[config.mk]
export PLATFORM = sky130hd
export DESIGN_NAME = jk_seq_ctrl
export DESIGN_NICKNAME = d
export VERILOG_FILES = /design/src/rtl/jk_seq_pkg.sv /design/src/rtl/jk_cell.sv /design/src/rtl/jk_seq_ctrl.sv
export SDC_FILE = /design/constraint.sdc
export NUM_CORES = 1
export LEC_CHECK = 0
export CORE_MARGIN = 10
export CORE_UTILIZATION = 46
export CTS_BUF_LIST = sky130_fd_sc_hd__clkbuf_16
export DETAILED_ROUTE_END_ITERATION = 7
export PLACE_DENSITY = 0.76
export SLEW_MARGIN = 25
export SYNTH_ARGS = -nofsm -noshare
export SYNTH_HDL_FRONTEND = slang
export SYNTH_HIERARCHICAL = 1
export SYNTH_SLANG_ARGS = --single-unit
[constraint.sdc]
create_clock -name clk -period 1.74 [get_ports clk]
set_input_delay 0.348 -clock clk [delete_from_list [all_inputs] [get_ports clk]]
set_output_delay 0.348 -clock clk [all_outputs]
set_load 0.01 [all_outputs]
[src/rtl/jk_seq_pkg.sv]
// Shared opcode and FSM state types for the JK sequence controller and its bench.
package jk_seq_pkg;

  typedef enum logic [2:0] {
    OP_HOLD   = 3'd0,
    OP_CLEAR  = 3'd1,
    OP_SET    = 3'd2,
    OP_LOAD   = 3'd3,
    OP_TOGGLE = 3'd4,
    OP_CNT_UP = 3'd5,
    OP_CNT_DN = 3'd6,
    OP_RSVD   = 3'd7
  } jk_op_e;

  typedef enum logic [1:0] {
    IDLE = 2'd0,
    EXEC = 2'd1,
    DONE = 2'd2
  } jk_state_e;

  function automatic logic is_count_op(input jk_op_e op);
    return (op == OP_CNT_UP) || (op == OP_CNT_DN);
  endfunction

endpackage

[src/rtl/jk_cell.sv]
// Single JK flip-flop: hold/reset/set/toggle on the rising edge, sync active-high reset.
// Latency: one edge from J/K to q; no flow control.
module jk_cell (
  input  logic i_clk,
  input  logic i_rst,
  input  logic i_j,
  input  logic i_k,
  output logic o_q,
  output logic o_qbar
);

  logic r_q;

  always_ff @(posedge i_clk) begin
    if (i_rst) begin
      r_q <= 1'b0;
    end else begin
      case ({i_j, i_k})
        2'b01:   r_q <= 1'b0;
        2'b10:   r_q <= 1'b1;
        2'b11:   r_q <= ~r_q;
        default: r_q <= r_q;
      endcase
    end
  end

  assign o_q    = r_q;
  assign o_qbar = ~r_q;

endmodule

[src/rtl/jk_seq_ctrl.sv]
// Sequences WIDTH JK cells through one command at a time (IDLE->EXEC->DONE); done 2 cycles after accept, N+1 for N-step counts.
// Accepts only in IDLE (valid/ready, no queueing); JK_SEQ_SAT_EN makes counts saturate and end early at the limit.
module jk_seq_ctrl
  import jk_seq_pkg::*;
#(
  parameter int WIDTH  = 4,
  parameter int STEP_W = 8
) (
  input  logic              clk,
  input  logic              rst,
  input  logic              cmd_valid,
  output logic              cmd_ready,
  input  logic [2:0]        cmd_op,
  input  logic [WIDTH-1:0]  cmd_data,
  input  logic [STEP_W-1:0] cmd_steps,
  output logic [WIDTH-1:0]  q,
  output logic [WIDTH-1:0]  qbar,
  output logic              busy,
  output logic              done
);

  jk_state_e         r_state;
  jk_state_e         w_state_nxt;
  jk_op_e            r_op;
  logic [WIDTH-1:0]  r_data;
  logic [STEP_W-1:0] r_steps;

  logic              w_accept;
  logic              w_cnt;
  logic              w_step;
  logic              w_last;
  logic              w_carry;
  logic [WIDTH-1:0]  w_src;
  logic [WIDTH-1:0]  w_t;
  logic [WIDTH-1:0]  w_j;
  logic [WIDTH-1:0]  w_k;

  assign cmd_ready = (r_state == IDLE) & ~rst;
  assign w_accept  = cmd_valid & cmd_ready;
  assign w_cnt     = is_count_op(r_op);
  assign busy      = (r_state == EXEC);
  assign done      = (r_state == DONE);

  // Ripple-carry toggle enables: counting down is counting up on the inverted outputs.
  always_comb begin
    w_src   = (r_op == OP_CNT_DN) ? qbar : q;
    w_t     = '0;
    w_carry = 1'b1;
    for (int i = 0; i < WIDTH; i++) begin
      w_t[i]  = w_carry;
      w_carry = w_carry & w_src[i];
    end
  end

`ifdef JK_SEQ_SAT_EN
  logic w_at_lim;
  logic w_near_lim;

  assign w_at_lim   = (r_op == OP_CNT_DN) ? (q == '0) : (q == '1);
  assign w_near_lim = (r_op == OP_CNT_DN) ? (q == WIDTH'(1)) : (q == ~WIDTH'(1));
  assign w_step     = w_cnt && (r_steps != '0) && !w_at_lim;
  assign w_last     = !w_cnt || (r_steps <= STEP_W'(1)) || w_at_lim || w_near_lim;
`else
  assign w_step     = w_cnt && (r_steps != '0);
  assign w_last     = !w_cnt || (r_steps <= STEP_W'(1));
`endif

  always_comb begin
    w_state_nxt = r_state;
    w_j         = '0;
    w_k         = '0;
    case (r_state)
      IDLE: begin
        if (w_accept) w_state_nxt = EXEC;
      end
      EXEC: begin
        case (r_op)
          OP_CLEAR:  w_k = '1;
          OP_SET:    w_j = '1;
          OP_LOAD: begin
            w_j = r_data;
            w_k = ~r_data;
          end
          OP_TOGGLE: begin
            w_j = r_data;
            w_k = r_data;
          end
          OP_CNT_UP, OP_CNT_DN: begin
            if (w_step) begin
              w_j = w_t;
              w_k = w_t;
            end
          end
          default: ;
        endcase
        if (w_last) w_state_nxt = DONE;
      end
      DONE:    w_state_nxt = IDLE;
      default: w_state_nxt = IDLE;
    endcase
  end

  // Step counter is cleared on leaving EXEC so an early saturation exit discards the remainder.
  always_ff @(posedge clk) begin
    if (rst) begin
      r_state <= IDLE;
      r_op    <= OP_HOLD;
      r_data  <= '0;
      r_steps <= '0;
    end else begin
      r_state <= w_state_nxt;
      if (w_accept) begin
        r_op    <= jk_op_e'(cmd_op);
        r_data  <= cmd_data;
        r_steps <= cmd_steps;
      end else if (r_state == EXEC) begin
        r_steps <= w_last ? '0 : (r_steps - STEP_W'(1));
      end
    end
  end

  for (genvar gi = 0; gi < WIDTH; gi++) begin : g_cell
    jk_cell u_cell (
      .i_clk  (clk),
      .i_rst  (rst),
      .i_j    (w_j[gi]),
      .i_k    (w_k[gi]),
      .o_q    (q[gi]),
      .o_qbar (qbar[gi])
    );
  end

endmodule

== Yosys cells after proc, flatten, opt, wreduce, memory -nomap -nowiden ==
Index checks and enable logic that the tools add are counted.
Storage, ports and cells
  register bits: 21
  input bits: 18
  output and inout port bits: 11
  word-level logic and storage cells: 72
Cells by class
  $add $sub $neg: 1
  order comparisons: 1
  equal/unequal tests: 22
  multiplexer cells: 16
  bitwise gates (word level): 10
  reductions and logical operators: 14
Operators with widths (count)
  $mux 8: 3
  $eq 2x2->1 const B: 9
  $pmux 4 s4: 1
  $mux 4: 3
  $pmux 1 s3: 4
  $pmux 4 s3: 1
  $reduce_bool 3->1: 4
  $eq 2x1->1 const B: 5
  $eq 3x3->1 const B: 3
  $le 8x1->1 const B: 1
  $reduce_bool 8->1: 1
  $sub 8x1->8 const B: 1
  $eq 3x2->1 const B: 2
  $not 1->1: 5
  $and 1x1->1: 4
  $mux 2: 2
  $not 4->4: 1
  $pmux 2 s2: 1
  $reduce_or 2->1: 2
  $eq 3x1->1 const B: 1
  $mux 3: 1
  $logic_not 2->1: 1
  $logic_or 1x1->1: 2
  $ne 2x1->1 const B: 1
  5 further kinds: 5

== Logic depth before layout (Yosys ltp) ==
Gate-level depths: netlist (run 1).
  depth after elaboration: 9
  gate-level depth with buffers: 8
  mapped depth without buffers: 8

== Hierarchy ==
The synthesis (run 1) kept the hierarchy.
By module, submodules not included
  jk_seq_ctrl: instances 1, cells an instance 162, area an instance 1255.0 um^2, seq. area each 340.3 um^2
  jk_cell: instances 4, cells an instance 4, area an instance 35.0 um^2, seq. area each 20.0 um^2

== Worst setup path before layout (run 1) ==
OpenSTA, ideal clock, no wires.
  kind: reg2reg
  from: reg r_steps[0]
  to: reg g_cell[2].u_cell.r_q
  library setup time: 0.131 ns
  data arrival time: 1.726 ns
  required time: 1.609 ns
  slack: -0.117 ns
  cell stages (with the launch flop): 8
  buffers on the path: 0
  clock period less this slack: 1.857 ns
  cells stage by stage: dfxtp_1 inv_1 ha_1 nor4b_2 a211oi_4 a22oi_1 nor4_1 a211oi_1
On the way
  cells in the longest elaborated chain, start to end: 7
  elaborated cells on any way between the ends: 12
  those cells by class: eq/ne: 3; mux: 6; reduce/logical: 3
Ends and longest elaborated chain
  from (decl): RTL line jk_seq_ctrl.sv:26  | logic [STEP_W-1:0] r_steps;
  from (signal assigned): RTL line jk_seq_ctrl.sv:115  | r_steps <= cmd_steps;
  from (signal assigned): RTL line jk_seq_ctrl.sv:117  | r_steps <= w_last ? '0 : (r_steps - STEP_W'(1));
  $reduce_bool 8->1 (*): RTL line jk_seq_ctrl.sv:64  | assign w_step = w_cnt && (r_steps != '0);
  $logic_and 1x1->1 (*): RTL line jk_seq_ctrl.sv:64
  $mux 4 (*): RTL line jk_seq_ctrl.sv:89  | if (w_step) begin
  $pmux 4 s4 (*): RTL line jk_seq_ctrl.sv:77  | case (r_op)
  $mux 4 (*): RTL line jk_seq_ctrl.sv:72  | case (r_state)
  named net w_k[2]: RTL line jk_seq_ctrl.sv:36  | logic [WIDTH-1:0] w_k;
  $eq 2x2->1 or $eq 2x1->1 (tied branches): RTL line jk_cell.sv:18  | case ({i_j, i_k})
  $pmux 1 s3 or $reduce_bool 3->1 (tied branches)
  to (signal assigned): RTL line jk_cell.sv:21  | 2'b11: r_q <= ~r_q;
  to (signal assigned): RTL line jk_cell.sv:22  | default: r_q <= r_q;
  to (decl): RTL line jk_cell.sv:12  | logic r_q;
The timed path passes the listed nets; every way through them passes the cells marked *.
A chain may end at the register's enable or synchronous reset.

== Worst setup path in the final report (run 1) ==
Same ends and word-level chain as after synthesis.

==> results of run 1 <==
## metrics by stage
step / hold slack [ps] / setup WS (ps)
floorplan: 426 / 4.52
global placement: 478 / -181
detailed placement: 484 / -147
CTS: 505 / 0.934
global route: 537 / -162
finish: 505 / -131
## tightest hold or removal path: stages (launching register included)
cell and delay, ps:
dfxtp_1 340, nand2_1 70, a21oi_1 50
## state kept, by name, summed over array words and instances, names as in the netlist
name / flops
r_steps: 8
g_cell.u_cell/o_q: 4
r_data: 4
r_op: 3
r_state: 2
## final timing paths
kind / endpoint / slack (ps) / cells after the start
worst max-delay path: g_cell[2].u_cell/o_q$_SDFFE_PP0P_ / -130 / 9
worst min-delay path: r_data[1]$_SDFFE_PP0P_ / 500 / 2
worst max register to register: g_cell[2].u_cell/o_q$_SDFFE_PP0P_ / -130 / 9
worst min register to register: r_data[1]$_SDFFE_PP0P_ / 500 / 2
## final cells by class
type | instances | area share (%)
clock buffers | 3 | 3.52
well taps | 31 | 1.82
multi-input cells | 141 | 49.2
clock inverters | 1 | 0.176
flip-flops and latches | 21 | 20.0
repair buffers | 57 | 23.7
inverters | 9 | 1.59
## placed cells by master, fill, tap and decap left out, drive strengths merged, types with 3 or more instances in the layout
cell type       n
inv            10
a21oi          13
clkbuf          3
nand3           7
a31oi           3
clkdlybuf4s50  25
a211oi         14
o21ai           9
dfxtp          21
buf            29
a311oi          3
nand2          27
nand2b          3
nor2           19
a22oi           3
nand3b          3
nor3            7
## per-layer routing
| metal | vias up | wire length (um) |
|---|---|---|
| met2 | 71 | 2430 |
| met5 | - | 0 |
| li1 | 764 | - |
| met3 | 8 | 446 |
| met4 | 0 | 48 |
| met1 | 755 | 1860 |
## what timing repair did
action | CTS | global route
setup buffers | 5 | 2
setup endpoints to repair | 14 | 12
pin swaps | 9 | 10
gates resized for setup | 16 | 18
cloned | 1 | 0
## cells by family after synthesis
logic type | after synthesis | synth area share, %
adder cells (fa/ha/maj) | 2 | 1.79
multiplexers | 3 | 2.33
XOR/XNOR | 3 | 2.42
AND/OR/NAND/NOR | 78 | 29.8
flip-flops | 21 | 30.1
AO/OA/AOI/OAI | 54 | 28.1
buffers and inverters | 17 | 5.47
## power by group through the flow
stage	combinational, mW	sequential [mW]	clock, mW
global placement	0.287	0.540	0
floorplan	0.167	0.537	0
CTS	0.322	0.536	0.496
finish	0.355	0.539	0.490
global route	0.383	0.542	0.512
detailed placement	0.294	0.542	0
==> key figures, run 1 <==
Status
  • Outcome: finished with violations
  • Failing checks: negative setup slack

Timing
  • Min Tclk post-route: around 1900 ps
  • Crit share post-route: 108%
  • Fin. Hold Viols: 0
  • Setup TNS: -244 ps
  • Rel. slew slack: between 60% and 70%
  • Fin. max-slew vios: 0
  • Setup WS post-layout: -131 ps
  • Fmax: roughly 530 MHz
  • Layout Skew: around 1.5 ps
  • RSZ-0062 raised after global routing: yes
  • Slew @ Worst Pin: a little over 500 ps
  • Final setup violation count: 3

Clocking
  • CTS tree: done
  • Clk buf depth: 2
  • CTS Buf Count: 3
  • # hold bufs at CTS: 0
  • Clk Latency, worst-skew pair: approximately 250 ps
  • CTS H-tree lvls: 1
  • CTS root buf: clkbuf_16
  • Sink Count: 21
  • Clock slew at reported path FFs: 60 ps

Hold path
  • Hold_sp: r_data[1]$_SDFFE_PP0P_
  • Worst Hold Class: reg -> reg

Worst setup path
  • Crit-path max FO: 5
  • WS Path Type: reg -> reg
  • Crit path required time: 1870 ps
  • Worst setup startpoint: r_steps[0]$_SDFFE_PP0P_
  • Crit path buffers/inverters: 3
  • Worst reg2reg path startpoint: r_steps[0]$_SDFFE_PP0P_
  • Max incr delay on CP: 330 ps
  • Startpoint class of the critical path: flop
  • Family with the most delay on the worst path: simple AND/OR/NAND/NOR gates
  • Critical-path top delay cell: dfxtp_2
  • CP Capture Type: flop
  • Worst Path Arrival: roughly 2000 ps
  • CP cell instances: inv_2 -> ha_4 -> nor4b_4 -> buf_4 -> a211oi_4 -> buf_6 -> a211oi_2 -> nor4_2 -> a211oi_1

Layout
  • Nets: between 200 and 300
  • Filler cell count: 213
  • Seq. cell area: between 400 and 500 um^2
  • Antenna Cells: 0
  • Area of the multi-input gates: roughly 1000 um^2
  • Synthesis-to-finish area growth: 52.7%
  • Final cell count without fillers: 263
  • Final core occ: 75.3%
  • Layout cells sized above 1: 30.6%
  • Post-route cell area: ~2100 um^2

Yosys
  • Post-Syn Nets: a little under 200
  • Syn Std Cell Area: roughly 1400 um^2
  • Yosys top cell area share: about 30%
  • Post-synth EDFFs: 0
  • Sequential fraction of the synthesis area: between 30% and 40%
  • Leading area contributor after synthesis: dfxtp_1
  • Cell variety after synth: 48
  • Async SR Flop Fraction: 0%
  • Mapped Cells: 178
  • Main flop type after synthesis: dfxtp_1
  • Post-synthesis average cell area: approximately 7.8 um^2
  • FF+latch count, synth: 21
  • Ranking of synthesized cells by area: dfxtp_1 (30%), nand2_1 (7.0%), a211oi_1 (5.9%), nor2_1 (5.1%), a21oi_1 (4.7%)
  • Ys Warns: 6
  • Most frequent cell after synthesis: nand2_1
  • Commonest cells post-synth: nand2_1 (26), dfxtp_1 (21), nor2_1 (19), a21oi_1 (13), a211oi_1 (11)

Power
  • Sequential share of power: around two fifths
  • Leak pwr: roughly 0.8 nW
  • Logic pwr share: 25.6%
  • Total power: between 1 and 1.5 mW
  • Cell-internal power: a little under 1 mW
  • Worst vdd ir: about 0.51 mV
  • Pwr dens: 649 nW/um^2
  • Switching part of the total power: ~29%
  • Switching power: just under 0.4 mW
  • Clock power share: 35.4%

Global route
  • GR Util met2: 26.7%
  • Global-route met1 utilization: approximately a fifth
  • Gr ovfl total: 0
  • Number of global-route vias before repair: 1589
  • First-pass GRT wire length: a little over 7000 um
  • Initial antenna violation count: 0
  • Largest net degree at the start of global routing: 20
  • GR peak layer: met2
  • Global-route usage over all layers: 16.3%
  • Met3 Use GR: 4.34%

Drt
  • Initial DRC count: around 120
  • Drt wl/cell: between 15 and 20 um
  • Drt total wl: approximately 4800 um
  • TritonRoute pass-1 iters: 4
  • Avg Vias per Cell: roughly 6.1
  • DR vias: 1598
  • # DRC: 0
  • Final ANT Viol Nets: 0

Place
  • Post-DP Area: 1860 um^2
  • Buffers added on ports: 28
  • Placed Cells: between 200 and 300
  • GP Congestion: 0.897
  • Post-detail-place hpwl: about 3000 um

Floorplan
  • Full die area: 5640 um^2
  • Die Ht: roughly 75 um
  • Die Width: roughly 75 um
  • Initial Util: around half
  • Total core area: 2830 um^2
  • IO Count: 29
  • Row Count: 19

Run
  • Maxcap violations: 0
No activity file was read; power rests on OpenSTA's default activity.
==> run 2, diff against run 1 <==
--- a/config.mk
+++ b/config.mk
@@ -5,11 +5,12 @@
 export SDC_FILE = /design/constraint.sdc
 export NUM_CORES = 1
 export LEC_CHECK = 0
+export CORE_ASPECT_RATIO = 1.2
 export CORE_MARGIN = 10
-export CORE_UTILIZATION = 46
+export CORE_UTILIZATION = 50
 export CTS_BUF_LIST = sky130_fd_sc_hd__clkbuf_16
 export DETAILED_ROUTE_END_ITERATION = 7
-export PLACE_DENSITY = 0.76
+export PLACE_DENSITY = 0.78
 export SLEW_MARGIN = 25
 export SYNTH_ARGS = -nofsm -noshare
 export SYNTH_HDL_FRONTEND = slang
==> constraint.sdc (replaced) <==
create_clock -name clk -period 2.2 [get_ports clk]
set_input_delay 0.44 -clock clk [delete_from_list [all_inputs] [get_ports clk]]
set_output_delay 0.44 -clock clk [all_outputs]
set_load 0.01 [all_outputs]
==> key figures, run 2 (synthesis results as in run 1) <==
Clocking
  • Clk Latency, worst-skew pair: between 200 and 300 ps
  • Clock slew at reported path FFs: 60 ps
  • CTS root buf: clkbuf_16
  • CTS tree: done
  • # hold bufs at CTS: 0
  • Clk buf depth: 2
  • CTS Buf Count: 3
  • CTS H-tree lvls: 1
  • Sink Count: 21

Place
  • Pre-CTS setup slack: about 81 ps
  • Post-detail-place hpwl: roughly 2700 um
  • GP Congestion: around 0.86
  • Buffers added on ports: 28

Worst setup path
  • CP cell instances: nand2b_1 -> inv_2 -> clkdlybuf4s50_1
  • Family with the most delay on the worst path: buffers and inverters
  • Crit path required time: about 1800 ps
  • Reg2reg end: g_cell[2].u_cell/o_q$_SDFFE_PP0P_
  • Worst reg2reg path startpoint: r_steps[0]$_SDFFE_PP0P_
  • Worst Path Arrival: roughly 1600 ps
  • WS Path Type: reg -> out
  • R2R Setup Slk: roughly 150 ps
  • Max incr delay on CP: slightly below 600 ps
  • Critical-path top delay cell: clkdlybuf4s50_1
  • Crit-path max FO: 10
  • Startpoint class of the critical path: flop
  • Worst Reg2Reg Path Length in Cells: 7
  • Worst setup startpoint: r_state[1]$_SDFFE_PP0P_
  • Crit path buffers/inverters: 2
  • CP Capture Type: output port

Layout
  • Layout cells sized above 1: between 10% and 20%
  • Commonest non-fill, non-tap cell in the layout: clkdlybuf4s50_1
  • Largest Register: r_steps
  • Antenna Cells: 0
  • Synthesis-to-finish area growth: 29.0%
  • Nets: between 200 and 250
  • Max FFs per register: 8
  • Most frequent cells in the layout: clkdlybuf4s50_1 (28), nand2_1 (26), dfxtp_1 (20), nor2_1 (19), a21oi_1 (13)

Power
  • Leak pwr: between 0.6 and 0.7 nW
  • Pwr dens: 565 nW/um^2
  • Worst vdd ir: 0.424 mV

Timing
  • Crit share post-route: between 90% and 100%
  • Fin. Hold Viols: 0
  • Slew @ Worst Pin: approximately 500 ps
  • Fin. max-slew vios: 0
  • RSZ-0062 raised after global routing: no
  • Final setup violation count: 0
  • Min Tclk post-route: around 2100 ps
  • Layout Skew: 2.03 ps
  • Setup WS post-layout: about 130 ps
  • Setup TNS: 0 ps
  • Fmax: about 480 MHz
  • Rel. slew slack: between 60% and 70%

Floorplan
  • Die Width: around 70 um
  • Initial Util: a little over half
  • Die Ht: 77.9 um
  • Total core area: ~2600 um^2
  • IO Count: 29
  • Row Count: 20
  • Full die area: 5310 um^2

Hold path
  • Worst Hold Depth: 2
  • Worst Hold Class: reg -> reg
  • Hold EP: r_data[1]$_SDFFE_PP0P_
  • Hold_sp: r_data[1]$_SDFFE_PP0P_

Run
  • Maxcap violations: 0

Status
  • Outcome: completed

Drt
  • Drt wl/cell: approximately 16 um
  • DR vias: ~1400
  • Drt total wl: 3740 um
  • Initial DRC count: 63
  • TritonRoute pass-1 iters: 4
  • Avg Vias per Cell: just under 6
  • Final ANT Viol Nets: 0
  • # DRC: 0

Global route
  • Initial antenna violation count: 0
  • Number of global-route vias before repair: around 1400
  • Global-route usage over all layers: roughly 14%
  • Largest net degree at the start of global routing: 24
  • Gr ovfl total: 0
  • First-pass GRT wire length: 6260 um
run 2: changes by cell type in the layout (fill, tap and decap cells not counted), sizes merged:
cell	before	now
buf	29	6
clkdlybuf4s50	25	28
dlygate4sd2	2	0
a211oi	14	13
dlymetal6s2s	1	0
run 2: cell type report:
cell class                 count  area (um^2)
clock buffer                   3         75.1
tap                           33         41.3
fill                         241          803
clock inverter                 1         3.75
multi-input combinational    140          898
inverter                       9         33.8
sequential                    21          422
timing repair buffer          34          325
run 2: worst max path at each step:
stage,depth (start not counted),end,slack (ps)
after floorplan,7,g_cell[2].u_cell/o_q$_SDFFE_PP0P_,340
after global placement,3,cmd_ready,120
after detailed placement,6,r_steps[0]$_SDFFE_PP0P_,80
after CTS,7,g_cell[2].u_cell/o_q$_SDFFE_PP0P_,90
after global routing,7,g_cell[2].u_cell/o_q$_SDFFE_PP0P_,30
final,3,busy,130
run 2: metrics by stage:
stage               hold WS [ps]  utilization, %  power (mW)  std cells  cell area [um^2]
CTS                          494            68.8        1.02        240              1790
detailed placement           486            65.8       0.633        236              1710
floorplan                    463               -       0.556        178              1400
global route                 518            69.1        1.06        241              1800
global placement             475            65.8       0.626        236              1710
finish                       492            69.1        1.02        241              1800
run 2: tightest hold or removal path, stage by stage, from the launching register on:
cell     delay (ps)
dfxtp_1         330
nand2_1          60
a21oi_1          50
run 2: what timing repair did:
| action | CTS | global route |
|---|---|---|
| endpoints found under the setup margin | 0 | 3 |
| resized for setup | 0 | 1 |
| buffers inserted | 0 | 1 |
run 2: report_power, final:
| group | total, mW | internal (mW) | leakage (nW) | switching, mW |
|---|---|---|---|---|
| Clock | 0.388 | 0.242 | 0.0423 | 0.145 |
| Sequential | 0.429 | 0.398 | 0.172 | 0.0309 |
| Combinational | 0.200 | 0.0984 | 0.399 | 0.102 |
run 2: layer usage:
metal	part of all wire (%)	track usage, %	vias up
met5	0	0	-
met4	0.40	3.43	0
met3	7.1	3.59	2
met2	50	24.5	43
met1	42	17.4	672
li1	-	-	708
==> run 3, diff against run 2 <==
--- a/config.mk
+++ b/config.mk
@@ -5,10 +5,13 @@
 export SDC_FILE = /design/constraint.sdc
 export NUM_CORES = 1
 export LEC_CHECK = 0
+export ABC_AREA = 0
+export CAP_MARGIN = 25
 export CORE_ASPECT_RATIO = 1.2
 export CORE_MARGIN = 10
 export CORE_UTILIZATION = 50
 export CTS_BUF_LIST = sky130_fd_sc_hd__clkbuf_16
+export CTS_CLUSTER_DIAMETER = 200
 export DETAILED_ROUTE_END_ITERATION = 7
 export PLACE_DENSITY = 0.78
 export SLEW_MARGIN = 25
==> results of run 3 <==
No change in the layout: final DEF, timing and power equal those of run 2.
